<file path="src/rtl/hsv_core_alu_exec.sv">
// Two-stage integer ALU: stage 1 forms operands, adder and bitwise value;
// stage 2 applies the shifter/compare fix-up and holds the result for the consumer.
package hsv_core_alu_pkg;
    typedef enum logic [1:0] {
        ALU_BITWISE_AND,
        ALU_BITWISE_OR,
        ALU_BITWISE_XOR,
        ALU_BITWISE_PASS
    } alu_bitwise_select_t;

    typedef enum logic {
        ALU_OUT_ADDER,
        ALU_OUT_SHIFT
    } alu_out_select_t;

    typedef struct packed {
        logic [31:0] token;
        logic [4:0]  rd_addr;
    } exec_mem_common_t;

    typedef struct packed {
        logic                negate;
        logic                flip_signs;
        alu_bitwise_select_t bitwise_select;
        logic                sign_extend;
        logic                is_immediate;
        logic                compare;
        alu_out_select_t     out_select;
        logic                pc_relative;
        logic                illegal;
        exec_mem_common_t    common;
    } alu_data_t;
endpackage

module hsv_core_alu_exec
    import hsv_core_alu_pkg::*;
#(
    parameter int XLEN = 32
) (
    input  logic             clk_core,
    input  logic             rst_core,
    input  logic             flush,
    input  logic             in_valid,
    output logic             in_ready,
    input  alu_data_t        alu_data,
    input  logic [XLEN-1:0]  rs1_value,
    input  logic [XLEN-1:0]  rs2_value,
    input  logic [XLEN-1:0]  immediate,
    input  logic [XLEN-1:0]  pc,
    output logic             out_valid,
    input  logic             out_ready,
    output logic [XLEN-1:0]  out_result,
    output exec_mem_common_t out_common,
    output logic             out_illegal
);
    logic                s1_valid_q, s1_valid_d;
    logic                s2_valid_q, s2_valid_d;
    logic                s1_advance, transfer;

    logic [XLEN-1:0]     s1_sum_q, s1_sum_d;
    logic                s1_carry_q, s1_carry_d;
    logic [XLEN-1:0]     s1_bitwise_q, s1_bitwise_d;
    logic [4:0]          s1_shamt_q, s1_shamt_d;
    logic                s1_negate_q, s1_sign_extend_q, s1_compare_q, s1_illegal_q;
    alu_out_select_t     s1_out_select_q;
    exec_mem_common_t    s1_common_q;

    logic [XLEN-1:0]     s2_result_q, s2_result_d;
    logic                s2_illegal_q;
    exec_mem_common_t    s2_common_q;

    logic [XLEN-1:0]     op_a, op_b, add_a, add_b;
    logic [XLEN-1:0]     shift_res, adder_res;

    // Stage 1 drains when stage 2 is empty or handing its result off this cycle.
    assign s1_advance = !s2_valid_q || out_ready;
    assign in_ready   = !s1_valid_q || s1_advance;
    assign transfer   = in_valid && in_ready && !flush;

    always_comb begin
        s1_valid_d = s1_valid_q;
        s2_valid_d = s2_valid_q;
        if (rst_core || flush) begin
            s1_valid_d = 1'b0;
            s2_valid_d = 1'b0;
        end else begin
            if (in_ready)   s1_valid_d = in_valid;
            if (s1_advance) s2_valid_d = s1_valid_q;
        end
    end

    always_comb begin
        op_a  = alu_data.pc_relative  ? pc        : rs1_value;
        op_b  = alu_data.is_immediate ? immediate : rs2_value;
        add_a = op_a;
        add_b = op_b;
        // Biasing the sign bits turns the unsigned borrow into a signed compare.
        if (alu_data.flip_signs) begin
            add_a[XLEN-1] = ~op_a[XLEN-1];
            add_b[XLEN-1] = ~op_b[XLEN-1];
        end
        if (alu_data.negate) add_b = ~add_b;
        {s1_carry_d, s1_sum_d} = {1'b0, add_a} + {1'b0, add_b}
                               + {{XLEN{1'b0}}, alu_data.negate};
        unique case (alu_data.bitwise_select)
            ALU_BITWISE_AND: s1_bitwise_d = op_a & op_b;
            ALU_BITWISE_OR:  s1_bitwise_d = op_a | op_b;
            ALU_BITWISE_XOR: s1_bitwise_d = op_a ^ op_b;
            default:         s1_bitwise_d = op_a;
        endcase
        s1_shamt_d = (alu_data.bitwise_select == ALU_BITWISE_PASS) ? op_b[4:0] : 5'd0;
    end

    always_comb begin
        if (s1_negate_q)
            shift_res = s1_bitwise_q << s1_shamt_q;
        else if (s1_sign_extend_q)
            shift_res = XLEN'($signed(s1_bitwise_q) >>> s1_shamt_q);
        else
            shift_res = s1_bitwise_q >> s1_shamt_q;
        adder_res   = s1_compare_q ? {{(XLEN-1){1'b0}}, ~s1_carry_q} : s1_sum_q;
        s2_result_d = (s1_out_select_q == ALU_OUT_SHIFT) ? shift_res : adder_res;
    end

    always_ff @(posedge clk_core) begin
        s1_valid_q <= s1_valid_d;
        s2_valid_q <= s2_valid_d;
    end

    always_ff @(posedge clk_core) begin
        if (transfer) begin
            s1_sum_q         <= s1_sum_d;
            s1_carry_q       <= s1_carry_d;
            s1_bitwise_q     <= s1_bitwise_d;
            s1_shamt_q       <= s1_shamt_d;
            s1_negate_q      <= alu_data.negate;
            s1_sign_extend_q <= alu_data.sign_extend;
            s1_compare_q     <= alu_data.compare;
            s1_out_select_q  <= alu_data.out_select;
            s1_illegal_q     <= alu_data.illegal;
            s1_common_q      <= alu_data.common;
        end
    end

    // Result and illegal flag are reset so the outputs read 0 before the first result.
    always_ff @(posedge clk_core) begin
        if (rst_core) begin
            s2_result_q  <= '0;
            s2_illegal_q <= 1'b0;
        end else if (s1_valid_q && s1_advance && !flush) begin
            s2_result_q  <= s2_result_d;
            s2_illegal_q <= s1_illegal_q;
            s2_common_q  <= s1_common_q;
        end
    end

    assign out_valid   = s2_valid_q;
    assign out_result  = s2_result_q;
    assign out_common  = s2_common_q;
    assign out_illegal = s2_illegal_q;
endmodule

</file>
<file path="config.mk">
export PLATFORM = sky130hd
export DESIGN_NAME = hsv_core_alu_exec
export DESIGN_NICKNAME = d
export VERILOG_FILES = /design/src/rtl/hsv_core_alu_exec.sv
export SDC_FILE = /design/constraint.sdc
export NUM_CORES = 1
export LEC_CHECK = 0
export BUFFER_PORTS_ARGS = -buffer_cell sky130_fd_sc_hd__buf_2
export CORE_UTILIZATION = 30
export CTS_CLUSTER_SIZE = 40
export DETAILED_ROUTE_END_ITERATION = 6
export HOLD_SLACK_MARGIN = 0.06
export PLACE_DENSITY = 0.55
export SLEW_MARGIN = 0
export SYNTH_ARGS = -nofsm -noshare
export SYNTH_HDL_FRONTEND = slang
export SYNTH_SLANG_ARGS = --single-unit
</file>
<file path="constraint.sdc">
create_clock -name clk_core -period 11.75 [get_ports clk_core]
set_clock_uncertainty 0.05 [all_clocks]
set_input_delay 3.525 -clock clk_core [delete_from_list [all_inputs] [get_ports clk_core]]
set_output_delay 3.525 -clock clk_core [all_outputs]
set_load 0.01 [all_outputs]
</file>
==> results.toml, run 1 <==
[outcome]
status = "finished clean"

[worst_setup_path]
start_kind = "primary input"
r2r_setup_slack_ns = 7.19
timing.rr.start = "s1_shamt_q[0]"
cp_max_fo = 5
worstReg2RegEnd = "out_result[19]"
reg2reg_depth = 10
cp_slowest_stage_delay_ns = 0.29
required_ns = 8.18
cp_common_cell = "buf_2"
crit_slowest_cell = "nor2b_1"
end_kind = "primary output"
critPathArrivalTime_ns = 4.19
worstPathCellList = "buf_2 > nor2b_1 > nand2_1 > buf_2"
path_class = "primary input to primary output"

[pwr]
combPwrFrac_pct = 31.6
p_total_w = 0.00205
clkPwrFrac_pct = 28.4
seqPwrFrac_pct = 40.0
swShare_pct = 32.9
p_leak_nw = 6.85
power_density_nw_per_um2 = 122
intPower_w = 0.00137
peakVddDrop_v = 0.0000580
p_sw_w = 0.000673

[finish]
drive_gt1_share_pct = 24.5
final_common_cell = "buf_2"
final_util_pct = 35.3
layout_common_cells = "buf_2, nor2_1, edfxtp_1"
syn_to_final_growth_pct = 16.2
nets = 1920
diodes = 0

[die]
core-area_um2 = 47600
initial_utilization_pct = 30.3
die_w_um = 221
die_h_um = 221
io_pins = 252
dieArea_um2 = 49100
core.rowCount = 80

[timing]
slew_headroom_pct = 32.8
min_period_ns = 7.77
grt_setup_unrepaired = "false"
hold_violations = 0
final_max_slew_viol_count = 0
tightest_slew_ns = 1.01
setup_viol = 0
fmax_mhz = 129
fin_crit_sh_pct = 66.1
setup-tns-final_ns = 0

[logic_synthesis]
synth_area_um2 = 14500
yosys_most_used_dff = "edfxtp_1"
synth_nets = 1739
synth_edf_count = 149
ys_types = 74
synthArstFlopShare_pct = 0
ys_seq_area_share_pct = 35.8
syn_inst = 1464
synth-seq-cells = 184
postSynthAreaPerCell_um2 = 9.87
ys.warnings.count = 0

[place]
port_buffers = 251
gp_congestion = 0.924
dp_hpwl_um = 34300

[global_route]
grt_usage_pct = 18.2
grt_first_pass_wirelength_um = 68600
grt.overflow.total = 0
first_global_vias = 11400
grt_max_degree = 103
antenna_found_initial = 0

[min_path]
min-delay-start = "s1_common_q[12]"
hold_path_class = "flop to flop"
min_path_cells = 0
min_to = "out_common[12]"

[routing]
drc = 0
drt_iter0_drc = 975
drt-total-wl_um = 44800
routed_via_density = 5.34
vias = 12100
wl_per_cell_um = 19.7
dr.pass1.iters = 5
ant_nets = 0

[cts]
hold_buffers = 0
post_cts_resized = 0
cts_buffers = 17
clk_latency_ns = 0.45
path_clk_slew_ns = 0.07
numClockSinks = 184
cts_root_buffer = "clkbuf_16"
h-tree-depth = 4
cts_buffer_depth = 2
cts_tree = "built"
cts_setup_buffers = 0

[job]
cap_violations = 0
through the flow:
stage                     hold slack [ns]  instances  area (um2)  setup WS (ns)
after floorplan                     0.350       1464       14500           4.31
after global placement              0.351       2241       16200           4.04
after detailed placement            0.355       2241       16200           3.99
after CTS                           0.371       2273       16800           3.98
after global routing                0.374       2273       16800           3.92
final                               0.368       2273       16800           3.98
flip-flops by register name, summed over array words and instances, names as in the netlist:
name,cells
out_result,32
out_common,37
s1_carry_q,1
s1_negate_q,1
s1_sum_q,32
s1_illegal_q,1
out_valid,1
s1_compare_q,1
s1_sign_extend_q,1
out_illegal,1
s1_common_q,37
s1_shamt_q,5
s1_valid_q,1
s1_out_select_q,1
s1_bitwise_q,32
metal layers:
metal | wire length (um) | track usage, %
met4 | 1040 | 5.78
met1 | 20300 | 24.7
met2 | 20600 | 29.4
met3 | 2750 | 2.97
met5 | 0 | 0
cell usage after synthesis, types with 7 or more instances:
cell type / number / share of area (%)
a211oi_1: 14 / 0.73
a21o_1: 9 / 0.47
a21oi_1: 84 / 2.9
a221oi_1: 19 / 1.2
a311o_1: 7 / 0.48
buf_1: 24 / 0.62
buf_2: 11 / 0.38
clkbuf_1: 68 / 1.8
dfxtp_1: 35 / 4.8
edfxtp_1: 149 / 31
ha_1: 94 / 8.1
inv_1: 97 / 2.5
mux2_2: 18 / 1.4
mux2i_1: 94 / 6.5
mux4_2: 66 / 10
nand2_1: 113 / 2.9
nand2b_1: 8 / 0.35
nand3_1: 16 / 0.55
nor2_1: 154 / 4.0
nor2b_1: 12 / 0.52
nor3_1: 41 / 1.4
o211ai_1: 37 / 1.9
o21ai_0: 114 / 3.9
xnor2_1: 52 / 3.2
xor2_1: 10 / 0.61
power groups by stage:
stage | logic [W] | registers, W | clock network, W
6_report | 0.000646 | 0.000819 | 0.000581
3_3_place_gp | 0.000630 | 0.000832 | 0
4_1_cts | 0.000642 | 0.000818 | 0.000605
2_1_floorplan | 0.000455 | 0.000805 | 0
3_5_place_dp | 0.000639 | 0.000832 | 0
5_1_grt | 0.000708 | 0.000823 | 0.000627
worst max-delay path: cells and delay by family:
family,cells,cell delay [ns]
buffers and inverters,2,0.26
and+or+nand+nor,2,0.42
worst max-delay path by stage:
stage | from | endpoint | slack [ns] | cells past startpoint
after floorplan | out_ready | in_ready | 4.31 | 2
after global placement | out_ready | in_ready | 4.04 | 4
after detailed placement | out_ready | in_ready | 3.99 | 4
after CTS | out_ready | in_ready | 3.98 | 4
after global routing | out_ready | in_ready | 3.92 | 4
final | out_ready | in_ready | 3.98 | 4
final cells by class:
class,count,area [um2]
clock buffers,17,425
clock inverters,15,174
fillers,4825,30800
inverters,100,375
multi-input cells,1073,8490
flip-flops and latches,184,5170
well taps,615,769
repair buffers,269,1390
cells by family (layout without fill, tap and decap cells):
kind of cell             Yosys count  count (layout)  share of synthesized area (%)
multiplexers                     186             186                           19.1
flip-flops                       184             184                           35.8
XOR/XNOR                          66              66                           4.34
adder cells (fa/ha/maj)           96              96                           8.35
AO/OA/AOI/OAI                    349             349                           15.5
buffers and inverters            207             401                           5.60
AND/OR/NAND/NOR                  376             376                           11.3
No activity file was read; power rests on OpenSTA's default activity.
==> run 2, diff against run 1 <==
clock period = 8.13 ns   (was 11.75 ns; I/O delays follow)
==> results.toml, run 2 (synthesized netlist as in run 1, its figures left out) <==
[outcome]
status = "finished clean"

[cts]
cts_buffer_depth = 2
cts_buffers = 17
hold_buffers = 0
path_clk_slew_ns = 0.07
cts_tree = "built"
post_cts_resized = 0
cts_setup_buffers = 0
cts_root_buffer = "clkbuf_16"
numClockSinks = 184
clk_latency_ns = 0.45
h-tree-depth = 4

[worst_setup_path]
start_kind = "primary input"
cp_max_fo = 11
required_ns = 8.27
end_kind = "flop"
path_class = "primary input to flop"
critPathArrivalTime_ns = 6.00

[routing]
drc = 0
routed.top_layer = "met4"
vias = 12100
wl_met1_um = 20400
wl_per_cell_um = 19.8
met2WireLength_um = 20600
drt-total-wl_um = 45100
drt_iter0_drc = 973
routed_via_density = 5.33
wl_met3_um = 3070
dr.pass1.iters = 6
ant_nets = 0

[die]
io_pins = 252
core-area_um2 = 47600
core.rowCount = 80
initial_utilization_pct = 30.3
die_h_um = 221
dieArea_um2 = 49100
die_w_um = 221

[timing]
grt_setup_unrepaired = "false"
tightest_slew_ns = 1.06
hold_violations = 0
slew_headroom_pct = 29.2
final_max_slew_viol_count = 0
fin_crit_sh_pct = 72.1
setup_viol = 0
setup-tns-final_ns = 0
fmax_mhz = 171
min_period_ns = 5.86

[min_path]
hold_path_class = "flop to flop"

[global_route]
grt_first_pass_wirelength_um = 68900
first_global_vias = 11600
grt_usage_pct = 18.3
grt_max_degree = 103
antenna_found_initial = 0
grt.overflow.total = 0

[finish]
layout_common_cells = "buf_2, nor2_1, edfxtp_1"
drive_gt1_share_pct = 24.5
syn_to_final_growth_pct = 16.0
diodes = 0
final_util_pct = 35.2
nets = 1920
final_common_cell = "buf_2"

[pwr]
power_density_nw_per_um2 = 175
p_leak_nw = 6.85
p_total_w = 0.00293
peakVddDrop_v = 0.000119

[place]
gp_congestion = 0.960
port_buffers = 251
dp_hpwl_um = 35000

[job]
cap_violations = 0
-- run 2: cell types whose count changed in the layout (fill, tap and decap cells not counted) --
cell | previous run | this run
clkinv_4 | 2 | 3
bufinv_16 | 3 | 1
clkinv_2 | 3 | 2
clkbuf_1 | 0 | 2
clkinv_1 | 4 | 2
clkinvlp_4 | 2 | 0
inv_8 | 1 | 0
clkbuf_16 | 17 | 18
inv_4 | 0 | 2
inv_6 | 2 | 4
-- run 2: layer usage --
| layer | global-route usage (%) | vias up |
|---|---|---|
| met2 | 29.7 | 534 |
| met3 | 3.07 | 43 |
| met5 | 0 | - |
| li1 | - | 5766 |
| met4 | 5.60 | 0 |
| met1 | 24.8 | 5783 |
-- run 2: path summary, 6_finish.rpt --
kind	startpoint	endpoint	slack [ns]	cells past startpoint
setup reg to reg	s1_shamt_q[1]	out_result[19]	3.81	10
setup / recovery	alu_data[41]	s1_sum_q[26]	2.27	13
hold reg to reg	s1_common_q[24]	out_common[24]	0.37	0
hold / removal	s1_common_q[24]	out_common[24]	0.37	0
-- run 2: through the flow --
| stage | setup slack, ns | cells | instance area (um2) | hold WS [ns] |
|---|---|---|---|---|
| final | 2.27 | 2273 | 16800 | 0.367 |
| after global routing | 2.01 | 2273 | 16800 | 0.375 |
| after CTS | 2.28 | 2273 | 16800 | 0.371 |
| after detailed placement | 1.80 | 2241 | 16200 | 0.355 |
| after global placement | 1.92 | 2241 | 16200 | 0.351 |
| after floorplan | 1.85 | 1464 | 14500 | 0.350 |
-- run 2: worst max-delay path, cell delays in order --
cell and delay [ns]:
buf_2 0.33, mux2i_2 0.49, a21oi_1 0.20, fa_1 0.49, nor2b_1 0.12, o21ai_0 0.11, o21ai_0 0.44, a311o_1 0.34
a221oi_4 0.12, o21ai_2 0.23, a21oi_2 0.10, o2111a_1 0.26, a311o_1 0.32
-- run 2: layout make-up --
cell class | count | area (um2)
Fill cell | 4901 | 30900
Multi-Input combinational cell | 1073 | 8490
Sequential cell | 184 | 5170
Timing Repair Buffer | 269 | 1390
Clock buffer | 20 | 458
Tap cell | 615 | 769
Clock inverter | 12 | 114
Inverter | 100 | 375
-- run 2: power by group --
group / switching, W / leakage [nW] / internal (W)
clock network: 0.000365 / 0.286 / 0.000445
registers: 0.0000737 / 1.66 / 0.00111
logic: 0.000543 / 4.90 / 0.000386
==> run 3, diff against run 2 <==
clock period = 5.77 ns   (was 8.13 ns; I/O delays follow)
==> results.toml, run 3 (synthesized netlist as in run 1, its figures left out) <==
[finish]
diodes = 0
design_area_um2 = 16900
nets = 1927
drive_gt1_share_pct = 25.0
layout_common_cells = "buf_2, nor2_1, edfxtp_1"
syn_to_final_growth_pct = 16.7
fill_cells = 4830
final_common_cell = "buf_2"
final_util_pct = 35.4

[routing]
dr.pass1.iters = 5
drc = 0
drt_iter0_drc = 1013
wl_per_cell_um = 19.9
drt-total-wl_um = 45400
vias = 12100
ant_nets = 0
routed_via_density = 5.32

[pwr]
p_sw_w = 0.00143
seqPwrFrac_pct = 39.8
p_leak_nw = 6.90
intPower_w = 0.00276
combPwrFrac_pct = 31.8
swShare_pct = 34.1
peakVddDrop_v = 0.000120
clkPwrFrac_pct = 28.4
power_density_nw_per_um2 = 248
p_total_w = 0.00418

[cts]
hold_buffers = 0
numClockSinks = 184
post_cts_resized = 0
cts_tree = "built"
cts_setup_buffers = 0
h-tree-depth = 4
cts_root_buffer = "clkbuf_16"
clk_latency_ns = 0.45
cts_buffers = 17
path_clk_slew_ns = 0.08
cts_buffer_depth = 2

[place]
placement.cell_area_um2 = 16300
dp_hpwl_um = 35300
port_buffers = 251
gp_congestion = 0.940

[worst_setup_path]
critPathArrivalTime_ns = 5.25
timing.rr.start = "s1_shamt_q[1]"
required_ns = 5.92
path_class = "primary input to flop"
reg2reg_depth = 10
end_kind = "flop"
start_kind = "primary input"
r2r_setup_slack_ns = 2.16
cp_max_fo = 11
worstReg2RegEnd = "out_result[19]"

[global_route]
met2_usage_pct = 29.9
grt_usage_pct = 18.4
busiest_layer = "met2"
use_met1_pct = 25.2
antenna_found_initial = 0
grt_util_met3_pct = 2.56
grt.overflow.total = 0
grt_first_pass_wirelength_um = 69500
grt_max_degree = 84
first_global_vias = 11600

[die]
die_w_um = 221
die_h_um = 221
core.rowCount = 80
initial_utilization_pct = 30.3
io_pins = 252
dieArea_um2 = 49100
core-area_um2 = 47600

[timing]
slew_headroom_pct = 32.7
setup-tns-final_ns = 0
hold_violations = 0
grt_setup_unrepaired = "false"
setup_viol = 0
final_max_slew_viol_count = 0
fmax_mhz = 196
min_period_ns = 5.10
hold_slack_ns = 0.361
fin_crit_sh_pct = 88.3
tightest_slew_ns = 1.01

[min_path]
min_to = "out_common[22]"
hold_path_class = "flop to flop"
min-delay-start = "s1_common_q[22]"
min_path_cells = 0

[outcome]
status = "finished clean"

[job]
cap_violations = 0
[run 3: cell types whose count changed in the layout (fill, tap and decap cells not counted)]
cell        change
buf_12          +1
buf_4           +6
clkbuf_1        -2
clkinv_2        -2
clkinvlp_4      +1
inv_4           -1
inv_8           +4
[run 3: routing by layer]
layer	part of all wire, %	wire, um
met5	0	0
met4	2.6	1180
met3	5.7	2600
met2	46	20800
met1	46	20800
[run 3: power groups by stage]
stage          clock (W)  sequential, W  combinational (W)
6_report         0.00119        0.00166            0.00133
5_1_grt          0.00127        0.00167            0.00146
4_1_cts          0.00122        0.00166            0.00132
3_5_place_dp           0        0.00169            0.00132
3_3_place_gp           0        0.00169            0.00131
2_1_floorplan          0        0.00164           0.000926
[run 3: final cells by class]
cell class	instances	area, um2	area share, %
Clock buffer	18	450	2.67
Clock inverter	14	150	0.890
Inverter	100	375	2.23
Multi-Input combinational cell	1073	8490	50.3
Sequential cell	184	5170	30.7
Tap cell	615	769	4.56
Timing Repair Buffer	276	1460	8.64
[run 3: how the worst max path moves through the flow]
stage / from / endpoint / slack, ns / depth (start not counted)
global route: alu_data[41] / s1_sum_q[26] / 0.46 / 13
global placement: alu_data[41] / s1_sum_q[26] / 0.34 / 13
CTS: alu_data[41] / s1_sum_q[26] / 0.72 / 13
finish: alu_data[41] / s1_sum_q[25] / 0.67 / 13
floorplan: alu_data[41] / s1_sum_q[26] / 0.20 / 15
detailed placement: alu_data[41] / s1_sum_q[26] / 0.25 / 13
[run 3: per-stage QoR]
step,instances,setup WS [ns]
final,2280,0.674
after global routing,2280,0.456
after CTS,2280,0.717
after detailed placement,2248,0.251
after global placement,2248,0.339
after floorplan,1464,0.200
[run 3: worst max-delay path, stage by stage]
cell and delay [ns]:
buf_2 0.33, mux2i_1 0.38, xnor2_1 0.11, ha_1 0.37, a21oi_1 0.18, o21ai_0 0.20, a211oi_2 0.32, a21oi_2 0.12
o311a_1 0.42, a41o_1 0.31, a41oi_2 0.36, nor4b_1 0.12, a311o_1 0.28
